File: config.mk
export PLATFORM = sky130hd
export DESIGN_NAME = fetch_queue
export DESIGN_NICKNAME = d
export VERILOG_FILES = /design/src/rtl/fetch_queue_pkg.sv /design/src/rtl/fetch_queue_sync_fifo.sv /design/src/rtl/fetch_queue.sv
export SDC_FILE = /design/constraint.sdc
export NUM_CORES = 1
export LEC_CHECK = 0
export BUFFER_PORTS_ARGS = -buffer_cell sky130_fd_sc_hd__buf_2
export CELL_PAD_IN_SITES_DETAIL_PLACEMENT = 0
export CELL_PAD_IN_SITES_GLOBAL_PLACEMENT = 1
export CORE_AREA = 8 8 232 145
export CTS_CLUSTER_DIAMETER = 80
export CTS_CLUSTER_SIZE = 25
export DETAILED_ROUTE_END_ITERATION = 6
export DIE_AREA = 0 0 240 153
export MAX_ROUTING_LAYER = met4
export PLACE_DENSITY_LB_ADDON = 0.1
export RECOVER_POWER = 50
export SETUP_SLACK_MARGIN = 0.3
export SYNTH_ARGS = -nofsm -noshare
export SYNTH_HDL_FRONTEND = slang
export SYNTH_HIERARCHICAL = 1
export SYNTH_SLANG_ARGS = --single-unit
File: constraint.sdc
create_clock -name clk -period 6.03 [get_ports clk]
set_input_delay 0.603 -clock clk [delete_from_list [all_inputs] [get_ports clk]]
set_output_delay 0.603 -clock clk [all_outputs]
set_load 0.005 [all_outputs]
File: src/rtl/fetch_queue_pkg.sv
// fetch_queue_pkg: shared widths, defaults and types for the instruction
// prefetch unit.
//   MemBusWidth / DataWidth : instruction memory bus and instruction widths
//   FetchQDepth             : default prefetch FIFO depth
//   ResetPc                 : default first fetch address after reset
//   fq_entry_t              : one buffered instruction with its PC
//   fq_state_e              : request/wait FSM encoding
package fetch_queue_pkg;

  localparam int MemBusWidth = 32;
  localparam int DataWidth   = 32;
  localparam int FetchQDepth = 4;
  localparam logic [31:0] ResetPc = 32'h0000_0000;

  typedef struct packed {
    logic [31:0]          pc;
    logic [DataWidth-1:0] instr;
  } fq_entry_t;

  localparam int FqEntryWidth = $bits(fq_entry_t);

  typedef enum logic {
    S_REQ  = 1'b0,
    S_WAIT = 1'b1
  } fq_state_e;

endpackage

File: src/rtl/fetch_queue_sync_fifo.sv
// sync_fifo: generic synchronous FIFO, synchronous active-low reset.
//   clk, rst_n  : clock, synchronous active-low reset
//   flush       : empty the FIFO at the next edge (wins over push/pop)
//   push        : write push_data (ignored when full)
//   pop         : drop head entry (ignored when empty)
//   head_data   : current head entry
//   count       : number of valid entries, 0..DEPTH
//   full, empty : count==DEPTH, count==0
// DEPTH must be a power of two so the pointers wrap naturally.
module sync_fifo #(
  parameter int WIDTH = 8,
  parameter int DEPTH = 4
) (
  input  logic                   clk,
  input  logic                   rst_n,
  input  logic                   flush,
  input  logic                   push,
  input  logic [WIDTH-1:0]       push_data,
  input  logic                   pop,
  output logic [WIDTH-1:0]       head_data,
  output logic [$clog2(DEPTH):0] count,
  output logic                   full,
  output logic                   empty
);

  localparam int AW = $clog2(DEPTH);
  localparam int CW = AW + 1;

  logic [WIDTH-1:0] mem_q [DEPTH];
  logic [WIDTH-1:0] mem_d [DEPTH];
  logic [AW-1:0]    wr_ptr_q, wr_ptr_d;
  logic [AW-1:0]    rd_ptr_q, rd_ptr_d;
  logic [CW-1:0]    count_q, count_d;
  logic             do_push, do_pop;

  assign full      = (count_q == CW'(DEPTH));
  assign empty     = (count_q == '0);
  assign count     = count_q;
  assign head_data = mem_q[rd_ptr_q];

  always_comb begin
    mem_d    = mem_q;
    wr_ptr_d = wr_ptr_q;
    rd_ptr_d = rd_ptr_q;
    count_d  = count_q;
    do_push  = push && !full;
    do_pop   = pop && !empty;
    if (flush) begin
      wr_ptr_d = '0;
      rd_ptr_d = '0;
      count_d  = '0;
    end else begin
      if (do_push) begin
        mem_d[wr_ptr_q] = push_data;
        wr_ptr_d        = wr_ptr_q + AW'(1);
      end
      if (do_pop) begin
        rd_ptr_d = rd_ptr_q + AW'(1);
      end
      count_d = count_q + CW'(do_push) - CW'(do_pop);
    end
  end

  always_ff @(posedge clk) begin
    if (!rst_n) begin
      wr_ptr_q <= '0;
      rd_ptr_q <= '0;
      count_q  <= '0;
      for (int i = 0; i < DEPTH; i++) begin
        mem_q[i] <= '0;
      end
    end else begin
      wr_ptr_q <= wr_ptr_d;
      rd_ptr_q <= rd_ptr_d;
      count_q  <= count_d;
      mem_q    <= mem_d;
    end
  end

endmodule

File: src/rtl/fetch_queue.sv
// fetch_queue: instruction prefetch unit between the instruction memory port
// and decode. Issues sequential word fetches (one outstanding), buffers
// responses with their PCs, and flushes wrong-path state on redirect.
//   clk, rst_n                         : clock, synchronous active-low reset
//   redirect_valid, redirect_pc        : flush and restart fetch at redirect_pc&~3
//   mem_valid, mem_ready, mem_addr     : fetch request channel
//   mem_rvalid, mem_rdata              : fetch response
//   instr_valid, instr_ready           : decode channel handshake
//   instr, instr_pc                    : head instruction and its PC
// Build option: FETCH_QUEUE_BYPASS_EN forwards a response straight to decode
// when the FIFO is empty and decode is ready, saving one cycle of latency.
//
// state  | meaning
// S_REQ  | may issue a fetch at fetch_pc if a FIFO slot is free
// S_WAIT | one request outstanding; waiting for mem_rvalid
module fetch_queue
  import fetch_queue_pkg::*;
#(
  parameter int          DEPTH    = FetchQDepth,
  parameter logic [31:0] RESET_PC = ResetPc
) (
  input  logic                   clk,
  input  logic                   rst_n,
  input  logic                   redirect_valid,
  input  logic [31:0]            redirect_pc,
  output logic [31:0]            mem_addr,
  output logic                   mem_valid,
  input  logic                   mem_ready,
  input  logic                   mem_rvalid,
  input  logic [MemBusWidth-1:0] mem_rdata,
  output logic                   instr_valid,
  input  logic                   instr_ready,
  output logic [DataWidth-1:0]   instr,
  output logic [31:0]            instr_pc
);

  localparam int CW = $clog2(DEPTH) + 1;
  localparam logic [CW-1:0] DepthC = CW'(DEPTH);

  fq_state_e   state_q, state_d;
  logic [31:0] fetch_pc_q, fetch_pc_d;
  logic [31:0] pending_pc_q, pending_pc_d;
  logic        drop_q, drop_d;

  logic          fifo_push, fifo_pop, fifo_full, fifo_empty;
  logic [CW-1:0] fifo_count;
  fq_entry_t     push_entry, head_entry;
  logic          bypass;
  logic          req_ok;

  logic       unused_fifo_full;
  logic [1:0] unused_redirect_lsbs;
  assign unused_fifo_full     = fifo_full;
  assign unused_redirect_lsbs = redirect_pc[1:0];

  // Credit check: a request only goes out when its response has a slot.
  assign req_ok    = (state_q == S_REQ) && (fifo_count < DepthC) && !redirect_valid;
  assign mem_valid = rst_n && req_ok;
  assign mem_addr  = fetch_pc_q;

`ifdef FETCH_QUEUE_BYPASS_EN
  assign bypass = (state_q == S_WAIT) && mem_rvalid && !drop_q && !redirect_valid &&
                  fifo_empty && instr_ready;
`else
  assign bypass = 1'b0;
`endif

  assign push_entry = '{pc: pending_pc_q, instr: mem_rdata};

  always_comb begin
    state_d      = state_q;
    fetch_pc_d   = fetch_pc_q;
    pending_pc_d = pending_pc_q;
    drop_d       = drop_q;
    fifo_push    = 1'b0;
    case (state_q)
      S_REQ: begin
        if (mem_valid && mem_ready) begin
          fetch_pc_d   = fetch_pc_q + 32'd4;
          pending_pc_d = fetch_pc_q;
          state_d      = S_WAIT;
        end
      end
      S_WAIT: begin
        if (mem_rvalid) begin
          // A response arriving with a redirect, or marked for drop, is wrong-path.
          fifo_push = !drop_q && !redirect_valid && !bypass;
          drop_d    = 1'b0;
          state_d   = S_REQ;
        end else if (redirect_valid) begin
          drop_d = 1'b1;
        end
      end
      default: state_d = S_REQ;
    endcase
    if (redirect_valid) begin
      fetch_pc_d = {redirect_pc[31:2], 2'b00};
    end
  end

  always_ff @(posedge clk) begin
    if (!rst_n) begin
      state_q      <= S_REQ;
      fetch_pc_q   <= RESET_PC;
      pending_pc_q <= RESET_PC;
      drop_q       <= 1'b0;
    end else begin
      state_q      <= state_d;
      fetch_pc_q   <= fetch_pc_d;
      pending_pc_q <= pending_pc_d;
      drop_q       <= drop_d;
    end
  end

  // Pop is suppressed under redirect; the flush clears the FIFO anyway.
  assign fifo_pop = !fifo_empty && instr_ready && !redirect_valid;

  sync_fifo #(
    .WIDTH (FqEntryWidth),
    .DEPTH (DEPTH)
  ) u_fifo (
    .clk       (clk),
    .rst_n     (rst_n),
    .flush     (redirect_valid),
    .push      (fifo_push),
    .push_data (push_entry),
    .pop       (fifo_pop),
    .head_data (head_entry),
    .count     (fifo_count),
    .full      (fifo_full),
    .empty     (fifo_empty)
  );

  always_comb begin
    instr_valid = 1'b0;
    instr       = '0;
    instr_pc    = '0;
    if (rst_n) begin
      if (bypass) begin
        instr_valid = 1'b1;
        instr       = mem_rdata;
        instr_pc    = pending_pc_q;
      end else begin
        instr_valid = !fifo_empty;
        instr       = head_entry.instr;
        instr_pc    = head_entry.pc;
      end
    end
  end

endmodule

==> results.json <==
{
  "rsz0062_at_grt": "no",
  "setup_violations": 0,
  "grt_pass1_wl_um": 58300,
  "clk_pin_slew_ps": 110,
  "stdcell_count": 1973,
  "clockBufferDepth": 3,
  "area_growth_pct": 6.21,
  "cts_setup_buffers": 0,
  "ir_worst_vdd_mv": 0.179,
  "slowest_delay_ps": 1370,
  "die_h_um": 153,
  "rrSetupSlack_ps": 2220,
  "dp_slack_ps": 2340,
  "max_cap_violations": 3,
  "cts.sinks": 325,
  "fin_crit_ps": 4510,
  "antenna_found_initial": 0,
  "post_cts_resized": 0,
  "final_util_pct": 52.0,
  "hold_slack_ps": 319,
  "syn_inst": 1473,
  "numCtsBuffers": 16,
  "powerDensity_nw_per_um2": 224,
  "finalCritPeriodShare_pct": 74.9,
  "gp_congestion": 0.818,
  "hold_viol": 0,
  "dpl.cell_count": 1954,
  "num_io_pins": 168,
  "vias_per_cell": 5.33,
  "synth_most_common_cell": "nand2_1",
  "crit_fanout": 41,
  "htreeDepth": 1,
  "vias": 10519,
  "clock.fmax_mhz": 222,
  "total_leakage_power_uw": 0.00547,
  "setup_tns_ps": 0,
  "drc": 0,
  "antenna_cells": 0,
  "synth_seq_area_share_pct": 43.7,
  "synth_top_area_share_pct": 43.7,
  "worstHoldPathType": "in -> reg",
  "initial_core_util_pct": 49.0,
  "yosys_warnings": 6,
  "synth_area_leader_cell": "dfxtp_1",
  "ys_seq_elements": 325,
  "syn_avg_cell_area_um2": 10.1,
  "overflow": 0,
  "fin_skew_ps": 18.3,
  "cp_common_cell": "clkbuf_1",
  "yosys_most_used_dff": "dfxtp_1",
  "fin_nets": 1634,
  "grt_max_degree": 166,
  "fin_ws_ps": 1520,
  "root_buffer": "clkbuf_16",
  "drtIter0Drc": 629,
  "die_area_um2": 36700,
  "synth_edf_count": 0,
  "cp-end-kind": "flop",
  "numPortBuffers": 163,
  "crit_chain": "clkbuf_1 > nor4b_1 > and2_2 > clkbuf_1 > nand2_2 > or4_1 > a31oi_1",
  "holdBufCountCts": 0,
  "drtAntennaViolNets": 0,
  "synth_cell_types": 57,
  "num_rows": 50,
  "core_area_um2": 30400,
  "startpoint_type": "input port",
  "dp_hpwl_um": 23000,
  "drv_slew": 108,
  "syn_area_um2": 14900,
  "relSlewSlack_pct": -26.7,
  "violations": "max-capacitance violations, max-slew violations",
  "worstPathRequired_ps": 6480,
  "routedWlPerCell_um": 18.2,
  "worst_pin_slew_ps": 1900,
  "drt-total-wl_um": 35800,
  "clkLatencyLatePin_ps": 520,
  "drive_above_1_share_pct": 15.8,
  "ys_top_cells_by_area": "dfxtp_1 44%, mux2i_1 17%, nand2_1 10%",
  "track_usage_pct": 19.6,
  "tritoncts": "done",
  "die_w_um": 240,
  "critPathSlowestCell": "clkbuf_1",
  "dr.pass1.iters": 5,
  "grt_pass1_vias": 10557,
  "synthTopCellsByCount": "415 x nand2_1, 325 x dfxtp_1, 258 x mux2i_1",
  "critPathArrivalTime_ps": 4960,
  "worstSetupPathType": "in -> reg",
  "outcome": "complete, but fails checks",
  "async_flop_share_pct": 0
}
critical path: cells and delay by family:
family          cells  cell delay (ps)
compound gates      1              190
simple gates        4             2050
buf+inv             2             2080
layer usage:
metal / wire [um] / global-route usage (%)
met4: 490 / 3.02
met1: 17900 / 28.2
met5: 0 / -
met2: 16100 / 29.9
met3: 1310 / 2.51
power breakdown:
group / internal, uW / total (uW) / switching (uW)
Sequential: 2160 / 2190 / 27.1
Clock: 512 / 1190 / 675
Combinational: 55.0 / 167 / 112
logic make-up after synthesis:
kind of cell             count (synthesis)  synth area share [%]
AND/OR/NAND/NOR                        566                  16.7
buffers and inverters                  131                  6.73
adder cells (fa/ha/maj)                  8                 0.723
XOR/XNOR                                11                 0.647
multiplexers                           325                  27.2
flip-flops                             325                  43.7
other                                    1                0.0252
AO/OA/AOI/OAI                          106                  4.27
per-stage QoR:
step           power (uW)  instance area (um^2)
4_1_cts              3600                 15900
5_1_grt              3700                 15800
3_5_place_dp         2410                 15400
2_1_floorplan        2340                 14900
6_report             3540                 15800
3_3_place_gp         2410                 15400
final cells by class:
type	count	area, um^2
fillers	2876	14600
inverters	14	52.6
flip-flops and latches	325	6510
clock buffers	19	433
well taps	416	520
multi-input cells	1020	7370
repair buffers	179	925
cells in the final DEF (no fill, tap or decap), types with 4 or more instances in the layout:
cell,count
conb_1,4
inv_1,12
and2_1,67
clkbuf_1,27
nand2_1,415
mux4_2,64
buf_2,138
a31oi_1,13
nand4_1,17
nor2_1,19
buf_4,14
o22ai_1,8
clkbuf_16,17
o21ai_0,15
mux2i_1,258
dfxtp_1,323
nor3_1,8
and3_1,6
ha_1,7
xor2_1,9
nand3_1,12
a2bb2oi_1,7
a21oi_1,47
sequential cells by signal, summed over array words and instances (netlist names):
name             count
drop_q               1
u_fifo/mem_q       256
u_fifo/rd_ptr_q      2
u_fifo/wr_ptr_q      2
state_q              1
mem_addr            30
pending_pc_q        30
u_fifo/count         3
path summary, 6_finish.rpt:
| path | start | depth (start not counted) | end |
|---|---|---|---|
| max | redirect_valid | 7 | mem_addr[21] |
| max reg2reg | state_q | 6 | mem_addr[21] |
| min reg2reg | u_fifo/mem_q[48] | 2 | u_fifo/mem_q[48] |
| min | redirect_pc[2] | 3 | mem_addr[2] |
No activity file was read; power rests on OpenSTA's default activity.
